<file path="src/rtl/adder_accumulator_pkg.sv">
`default_nettype none
// ============================================================================
// Module      : adder_accumulator_pkg
// Description : Shared EDSAC digit-timing constants, clear-control state
//               encoding and the full-adder carry helper used by the
//               serial accumulator.
// Revision    : 1.0 - initial release
// ============================================================================
package adder_accumulator_pkg;

    // Digit positions per accumulator circulation (LSB first).
    localparam int DEFAULT_ACC_LEN = 72;
    // Digit index of the least significant digit (the d0 slot).
    localparam int DIGIT_LSB       = 0;
    // Digit index of the sign digit for the default circulation length.
    localparam int DIGIT_SIGN      = DEFAULT_ACC_LEN - 1;

    // Clear control: idle, or running a clearing circulation.
    typedef enum logic [0:0] {
        CLR_IDLE = 1'b0,
        CLR_RUN  = 1'b1
    } clr_state_t;

    // Majority of three: the carry out of a single-digit full adder.
    function automatic logic maj3(input logic a, input logic b, input logic c);
        return (a & b) | (a & c) | (b & c);
    endfunction

endpackage
`default_nettype wire

</file>
<file path="src/rtl/adder_accumulator_if.sv">
`default_nettype none
// ============================================================================
// Module      : adder_accumulator_if
// Description : Serial operand/control and status bundle of the accumulator.
//               master : drives adder_b, acc_clr, ovf_clr; observes status.
//               slave  : the accumulator itself.
//               Signals: adder_b  serial operand digit
//                        acc_clr  clear request (one cycle)
//                        ovf_clr  overflow flag clear
//                        acc_out  serial accumulator digit (tank tap)
//                        d0       high while digit counter = 0
//                        acc_sign sign digit of last circulation
//                        overflow sticky two's-complement overflow
//                        clearing high throughout a clearing circulation
// Revision    : 1.0 - initial release
// ============================================================================
interface adder_accumulator_if;

    logic adder_b;
    logic acc_clr;
    logic ovf_clr;
    logic acc_out;
    logic d0;
    logic acc_sign;
    logic overflow;
    logic clearing;

    modport master (
        output adder_b, acc_clr, ovf_clr,
        input  acc_out, d0, acc_sign, overflow, clearing
    );

    modport slave (
        input  adder_b, acc_clr, ovf_clr,
        output acc_out, d0, acc_sign, overflow, clearing
    );

endinterface
`default_nettype wire

</file>
<file path="src/rtl/delay_rst.sv">
`default_nettype none
// ============================================================================
// Module      : delay_rst
// Description : Resettable serial delay line. o_dout presents the digit that
//               was sampled on i_din exactly INTERVAL clock edges earlier.
//               Ports: clk, rst_n (async active-low), i_din, o_dout.
// Revision    : 1.0 - initial release
// ============================================================================
module delay_rst #(
    parameter int INTERVAL = 72
) (
    input  logic clk,
    input  logic rst_n,
    input  logic i_din,
    output logic o_dout
);

    generate
        if (INTERVAL == 1) begin : g_single
            logic r_q;
            always_ff @(posedge clk or negedge rst_n) begin
                if (!rst_n) r_q <= 1'b0;
                else        r_q <= i_din;
            end
            assign o_dout = r_q;
        end else begin : g_multi
            logic [INTERVAL-1:0] r_sr;
            always_ff @(posedge clk or negedge rst_n) begin
                if (!rst_n) r_sr <= '0;
                else        r_sr <= {r_sr[INTERVAL-2:0], i_din};
            end
            assign o_dout = r_sr[INTERVAL-1];
        end
    endgenerate

endmodule
`default_nettype wire

</file>
<file path="src/rtl/adder_accumulator.sv">
`default_nettype none
// ============================================================================
// Module      : adder_accumulator
// Description : Bit-serial two's-complement accumulator. A circulating tank
//               of ACC_LEN digits is added digit-by-digit (LSB first) to the
//               serial operand, with clear-and-add and a sticky overflow flag.
//               Ports: clk   digit-pulse clock
//                      rst_n asynchronous active-low reset
//                      bus   adder_accumulator_if.slave (operand, controls,
//                            acc_out, d0, acc_sign, overflow, clearing)
// Revision    : 1.0 - initial release
// ============================================================================
module adder_accumulator
    import adder_accumulator_pkg::*;
#(
    parameter int ACC_LEN = DEFAULT_ACC_LEN
) (
    input  logic                clk,
    input  logic                rst_n,
    adder_accumulator_if.slave  bus
);

    localparam int                 c_cnt_w      = (ACC_LEN > 1) ? $clog2(ACC_LEN) : 1;
    localparam logic [c_cnt_w-1:0] c_digit_lsb  = c_cnt_w'(DIGIT_LSB);
    localparam logic [c_cnt_w-1:0] c_digit_last = c_cnt_w'(ACC_LEN - 1);

    logic [c_cnt_w-1:0] r_digit;
    logic               r_carry;
    logic               r_pending;
    logic               r_sign;
    logic               r_overflow;
    clr_state_t         r_clr_state;
    clr_state_t         w_clr_state_nxt;

    logic w_at_lsb, w_at_sign, w_clear_req, w_clearing;
    logic w_tank_out, w_a, w_cin, w_sum, w_cout;
    logic w_ovf_set, w_ovf_clr;

    assign w_at_lsb    = (r_digit == c_digit_lsb);
    assign w_at_sign   = (r_digit == c_digit_last);
    assign w_clear_req = r_pending | bus.acc_clr;

    // Clear control. The decision is taken in the d0 slot so a clearing
    // circulation always spans digits 0..ACC_LEN-1; a request arriving in
    // that very slot is honoured without waiting a full circulation.
    always_comb begin
        w_clr_state_nxt = r_clr_state;
        w_clearing      = 1'b0;
        if (w_at_lsb) begin
            w_clearing      = w_clear_req;
            w_clr_state_nxt = w_clear_req ? CLR_RUN : CLR_IDLE;
        end else begin
            w_clearing      = (r_clr_state == CLR_RUN);
        end
    end

    // Serial full adder. The carry chain restarts at d0, which also drops the
    // carry out of the sign digit (modulo 2^ACC_LEN arithmetic).
    assign w_a    = w_clearing ? 1'b0 : w_tank_out;
    assign w_cin  = w_at_lsb ? 1'b0 : r_carry;
    assign w_sum  = w_a ^ bus.adder_b ^ w_cin;
    assign w_cout = maj3(w_a, bus.adder_b, w_cin);

    // Overflow: carry into the sign digit differs from carry out of it.
    assign w_ovf_set = w_at_sign & (w_cin ^ w_cout);
    assign w_ovf_clr = bus.ovf_clr | (w_at_lsb & w_clearing);

    always_ff @(posedge clk or negedge rst_n) begin
        if (!rst_n) begin
            r_digit     <= '0;
            r_carry     <= 1'b0;
            r_pending   <= 1'b0;
            r_clr_state <= CLR_IDLE;
            r_sign      <= 1'b0;
            r_overflow  <= 1'b0;
        end else begin
            r_digit     <= w_at_sign ? '0 : r_digit + 1'b1;
            r_carry     <= w_cout;
            // Requests seen outside the d0 slot wait for the next one; this
            // also queues a follow-on clear when requested mid-clear.
            r_pending   <= w_at_lsb ? 1'b0 : w_clear_req;
            r_clr_state <= w_clr_state_nxt;
            if (w_at_sign) begin
                r_sign <= w_sum;
            end
            // A coincident set takes priority over any clear.
            if (w_ovf_set) begin
                r_overflow <= 1'b1;
            end else if (w_ovf_clr) begin
                r_overflow <= 1'b0;
            end
        end
    end

    delay_rst #(
        .INTERVAL (ACC_LEN)
    ) u_tank (
        .clk    (clk),
        .rst_n  (rst_n),
        .i_din  (w_sum),
        .o_dout (w_tank_out)
    );

    assign bus.acc_out  = w_tank_out;
    assign bus.d0       = w_at_lsb;
    assign bus.acc_sign = r_sign;
    assign bus.overflow = r_overflow;
    assign bus.clearing = w_clearing;

endmodule
`default_nettype wire

</file>
<file path="src/flat_wrapper.sv">
// flat-port wrapper written by rule: the top's interface ports become plain ports
module adder_accumulator_flat import adder_accumulator_pkg::*;
#(
    parameter int ACC_LEN = DEFAULT_ACC_LEN
)
  (clk, rst_n, bus_adder_b, bus_acc_clr, bus_ovf_clr, bus_acc_out, bus_d0, bus_acc_sign, bus_overflow, bus_clearing);
  adder_accumulator_if bus_i ();
  input  logic clk;
  input  logic rst_n;
  input wire logic [$bits(bus_i.adder_b)-1:0] bus_adder_b;
  input wire logic [$bits(bus_i.acc_clr)-1:0] bus_acc_clr;
  input wire logic [$bits(bus_i.ovf_clr)-1:0] bus_ovf_clr;
  output wire logic [$bits(bus_i.acc_out)-1:0] bus_acc_out;
  output wire logic [$bits(bus_i.d0)-1:0] bus_d0;
  output wire logic [$bits(bus_i.acc_sign)-1:0] bus_acc_sign;
  output wire logic [$bits(bus_i.overflow)-1:0] bus_overflow;
  output wire logic [$bits(bus_i.clearing)-1:0] bus_clearing;
  assign bus_i.adder_b = bus_adder_b;
  assign bus_i.acc_clr = bus_acc_clr;
  assign bus_i.ovf_clr = bus_ovf_clr;
  assign bus_acc_out = bus_i.acc_out;
  assign bus_d0 = bus_i.d0;
  assign bus_acc_sign = bus_i.acc_sign;
  assign bus_overflow = bus_i.overflow;
  assign bus_clearing = bus_i.clearing;
  adder_accumulator #(.ACC_LEN(ACC_LEN)) u_core (.clk(clk), .rst_n(rst_n), .bus(bus_i));
endmodule
</file>
<file path="config.mk">
export PLATFORM = sky130hd
export DESIGN_NAME = adder_accumulator_flat
export DESIGN_NICKNAME = d
export VERILOG_FILES = /design/src/rtl/adder_accumulator_pkg.sv /design/src/rtl/adder_accumulator_if.sv /design/src/rtl/delay_rst.sv /design/src/rtl/adder_accumulator.sv /design/src/flat_wrapper.sv
export SDC_FILE = /design/constraint.sdc
export NUM_CORES = 1
export LEC_CHECK = 0
export CORE_MARGIN = 1.5
export CORE_UTILIZATION = 50
export DETAILED_ROUTE_END_ITERATION = 6
export GPL_TIMING_DRIVEN = 1
export PLACE_DENSITY = 0.68
export SKIP_LAST_GASP = 1
export SLEW_MARGIN = 20
export SYNTH_ARGS = -nofsm -noshare
export SYNTH_HDL_FRONTEND = slang
export SYNTH_SLANG_ARGS = --single-unit
</file>
<file path="constraint.sdc">
create_clock -name clk -period 4.09 [get_ports clk]
set_input_delay 1.227 -clock clk [delete_from_list [all_inputs] [get_ports clk]]
set_output_delay 1.227 -clock clk [all_outputs]
set_load 0.03 [all_outputs]
</file>
======== After elaboration in Yosys (flattened, before gate mapping) ========
Cells that the tools add are included.
operators by class
  add/subtract/negate cells ............... 1
  equality and inequality tests ........... 1
  mux-type cells .......................... 8
  bitwise gates (word level) .............. 12
  reductions and logical operators ........ 2
operators with widths
  operator                                                        number
  7-bit by 1-bit adder with 7-bit output (second input constant)  1
  7-bit == test (second input constant)                           1
  7-bit logical NOT                                               1
  1-bit two-way mux                                               7
  7-bit two-way mux                                               1
  1-bit bitwise AND                                               5
  1-bit OR                                                        4
  1-bit bitwise XOR                                               3
  2-bit nonzero test                                              1
storage, ports and cells
  bits in registers ....................... 84
  input port bits ......................... 5
  output and inout port bits .............. 5
  word-level logic and storage cells ...... 31

======== Longest topological paths before layout ========
  depth after elaboration ................. 9
  mapped depth ............................ 8
  depth with buffers taken out ............ 8

======== Modules after synthesis ========
Synthesis repeated with hierarchy kept, for this count alone.
unflattened totals
  cell total of the unflattened synthesis .. 127
  area total of the unflattened synthesis .. 2,398.6 µm²
by module, submodules not included
  module             instances  cells each  area each (µm²)  sequential area each (µm²)
  delay_rst          1          72          1,801.7          1,801.7
  adder_accumulator  1          55          596.8            300.3

======== Worst setup path after synthesis ========
Ideal clock, no wire load.
  kind .................................... register -> output
  start point ............................. register u_core.r_digit[3]
  end point ............................... output port bus_clearing
  data arrival time ....................... 2.276 ns
  data required time ...................... 2.863 ns
  path slack .............................. 0.587 ns
  stages on the path, launching flop included .. 4
  path buffers ............................ 0
  path through ............................ dfrtp_1 -> or3_4 -> nor3_1 -> o21ai_0
between the ends
  word-level cells in the longest chain between the ends .. 2
ends and longest elaborated chain
  element                   line                     source
  start: declaration        adder_accumulator.sv:27  logic [c_cnt_w-1:0] r_digit;
  start signal: assignment  adder_accumulator.sv:77  r_digit <= w_at_sign ? '0 : r_digit + 1'b1;
  7-bit logical NOT         adder_accumulator.sv:39  assign w_at_lsb = (r_digit == c_digit_lsb);
  named net bus_d0          flat_wrapper.sv:14       output wire logic [$bits(bus_i.d0)-1:0] bus_d0;
  1-bit two-way mux         adder_accumulator.sv:49  if (w_at_lsb) begin
  end: declaration          flat_wrapper.sv:17       output wire logic [$bits(bus_i.clearing)-1:0] bus_clearing;
The timed path passes the listed nets, and every way through them passes these cells.

======== Worst setup path after layout ========
  start point ............................. input port bus_acc_clr
  end point ............................... output port bus_clearing
between the ends
  word-level cells in the longest chain between the ends .. 2
ends and longest elaborated chain
  element             line                     source
  start: declaration  flat_wrapper.sv:11       input wire logic [$bits(bus_i.acc_clr)-1:0] bus_acc_clr;
  1-bit OR            adder_accumulator.sv:41  assign w_clear_req = r_pending | bus.acc_clr;
  1-bit two-way mux   adder_accumulator.sv:49
Every way passes these cells.

==> impl_metrics.csv <==
group,metric,value,unit
power,leakagePower,0.001279,µW
placement,dpl.cell_count,185,
critical_path,critical_path_sink_type,"output pin",
sta,timing.final.hold_violations,0,
synth,yosys-mux-area-fraction,0.4747,%
clock_network,cts_inserted_buffers,9,
synth,syn_nets,132,
global_routing,first_global_vias,1073,
synth,synth-simple-area-share,4.641,%
power,design_power_total,1416,µW
sta,setup_repair_after_global_routing_missed_its_margin,"no",
clock_network,cts_hold_repair.buffers,0,
clock_network,tritoncts,"built",
synth,synth_compound_area_share,1.424,%
route,drc,0,
synth,synth-seq-area-share,88.61,%
critical_path,startpoint_class,"input pin",
clock_network,cts_resized,0,
synth,synthesis.yosys.warnings,0,
clock_network,htree_num_levels,3,
global_routing,grt_antenna_before_repair,0,
sta,worstMarginPinSlew,0.9496,ns
clock_network,cts.root.buffer_cell,"clkbuf_8",
route,wl,2857,µm
layout,synthToLayoutAreaGrowth,14.03,%
sta,final_worst_path_period_share,93.69,%
route,wire_per_inst,14.29,µm
floorplan,fp-row-count,24,
clock_network,clock-sinks,84,
sta,report.final.setup_viol,0,
layout,finished_layout_cells,200,
sta,slew_violations,0,
layout,layout_commonest_cell,"dfrtp_1",
critical_path,timing.setup.critical_path_class,"in -> out",
placement,hpwl,1514,µm
synth,count_of_state_elements_after_synthesis,84,
power,power_per_standard_cell_area,523.4,nW/µm²
sta,finalClockSkew,0.006334,ns
route,viasPerCell,4.810,
layout,nFillCells,318,
critical_path,worst-endpoint-required,2.86,ns
route,antenna_violating_nets_post_route,0,
floorplan,dieHeight,71.88,µm
flow_run,drv.max_cap_violation_count,0,
sta,min_period,3.832,ns
run_status,outcome,"finished, final reports clean",
route,drtPass1Iterations,4,
synth,synth_xor_xnor_area_share,1.846,%
global_routing,grt_first_pass_wirelength,5161,µm
layout,n_antenna_cell,0,
sta,clock.fmax,261.0,MHz
floorplan,design.die.area,5167,µm²
layout,final_cell_area,2705,µm²
floorplan,fp.dieW,71.88,µm
floorplan,design.core.area,4474,µm²
synth,adder_cell_area_share_of_the_yosys_netlist,1.899,%
floorplan,start_util,53.02,%
layout,layout_common_cells,"dfrtp_1 (84), clkbuf_8 (9), inv_1 (7), clkdlybuf4s50_1 (7), nor2_1 (5)",
global_routing,grt_use_total,14.35,%
clock_network,clk_latency,0.34,ns
synth,post_synth_instance_area,2372,µm²
route,vias,962,
layout,final_util,60.46,%
synth,synth_area_leader_cell,"dfrtp_1",
floorplan,ios,10,
placement,post_dp_cell_area,2522,µm²
sta,max_slew_headroom,36.69,%
layout,fin_nets,152,
synth,synth_cell_types,23,
global_routing,globalRouteOverflowTotal,0,
route,first_iter_violations,57,
placement,gp_congestion,0.7565,
clock_network,cts.repair_timing.setup_buffer_count,0,
critical_path,critPathMaxFanout,3,
clock_network,cts.reportedPaths.clkPinSlew,0.07,ns
layout,layout-drive-gt1-share,13.51,%
synth,largest_family_of_logic_cells_by_synthesized_area,"simple AND/OR/NAND/NOR gates",
synth,netlist.area_leader.share,88.61,%
sta,setup_tns,0,ns
clock_network,max-clock-path-buffers,2,
worst_hold_path,hold_path_class,"reg -> reg",
critical_path,wp_data_arrival,2.60,ns
power,max-vdd-ir-drop,0.3215,mV
placement,port-buffer-count,9,
synth,post_synth.cell_area_avg,19.13,µm²
global_routing,largest_net_degree_at_the_start_of_global_routing,85,
synth,synth_area_leaders,"dfrtp_1 (89%), inv_1 (1.1%), xor2_1 (1.1%)",
synth,synth_cells,124,
-- kinds of logic after synthesis --
family,Yosys count
buf+inv,7
mux,1
flops,84
fa+ha+maj,3
compound gates,5
xor+xnor,5
simple gates,19
-- routing by layer --
metal | vias to the layer above | wire [µm] | GRT usage (%) | part of all wire, %
met5 | - | 0 | 0 | 0
met4 | 0 | 23 | 7.338 | 0.81
met3 | 2 | 172 | 9.001 | 6.0
met2 | 20 | 1275 | 18.00 | 45
met1 | 510 | 1386 | 19.38 | 49
li1 | 430 | - | - | -
-- path summary, 6_finish.rpt --
path,cells past startpoint,endpoint,start,slack (ns)
max reg2reg,6,u_core.bus.acc_sign,u_core.r_digit[3],1.73
min reg2reg,0,u_core.u_tank.g_multi.r_sr[6],u_core.u_tank.g_multi.r_sr[5],0.35
min,0,u_core.u_tank.g_multi.r_sr[6],u_core.u_tank.g_multi.r_sr[5],0.35
min in group asynchronous,1,u_core.u_tank.g_multi.r_sr[22],rst_n,1.04
max,5,bus_clearing,bus_acc_clr,0.26
max in group asynchronous,1,u_core.u_tank.g_multi.r_sr[54],rst_n,2.45
-- layout make-up --
class                   count  area [µm²]  area share [%]
flip-flops and latches     84        2102           77.71
multi-input cells          33       244.0           9.019
clock buffers              11       131.4           4.857
repair buffers              9       85.08           3.145
well taps                  52       65.06           2.405
clock inverters             4       51.30           1.896
inverters                   7       26.28          0.9713
-- where the power goes --
group	total (µW)	leakage, µW	internal (µW)	switching, µW
Sequential	863	0.00103	856	7.59
Combinational	21.5	0.000155	4.26	17.2
Clock	531	0.0000894	279	252
-- worst max-delay path: stages --
cell and delay [ns]:
clkdlybuf4s50_1 0.46, or2_2 0.11, or4b_4 0.46, o21ai_0 0.13
buf_4 0.21
-- Yosys cell counts (all sizes together) --
cell type  count
xnor2          2
or3            1
nand2          2
nor2b          1
dfrtp         84
nand2b         2
or2            1
o211ai         1
inv            7
xor2           3
nand3          3
or4b           1
and3           1
fa             1
mux2           1
o21ai          1
a31oi          1
a32o           1
nor3           1
a21oi          1
nor2           5
ha             2
nand4          1
-- sequential cells by signal, summed over array words and instances (netlist names) --
signal	cells
u_core.bus.acc_sign	1
u_core.r_digit	7
u_core.r_pending	1
u_core.u_tank.g_multi.r_sr	72
u_core.bus.overflow	1
u_core.r_carry	1
u_core.r_clr_state	1
-- per-stage QoR --
stage                     worst slack [ns]  hold slack, ns
after detailed placement            0.2719          0.3347
after floorplan                     0.5868          0.3312
after CTS                           0.2663          0.3518
final                               0.2582          0.3509
after global placement              0.3242          0.3363
after global routing                0.2064          0.3610
Note: power is estimated with default switching activity, not from simulation.
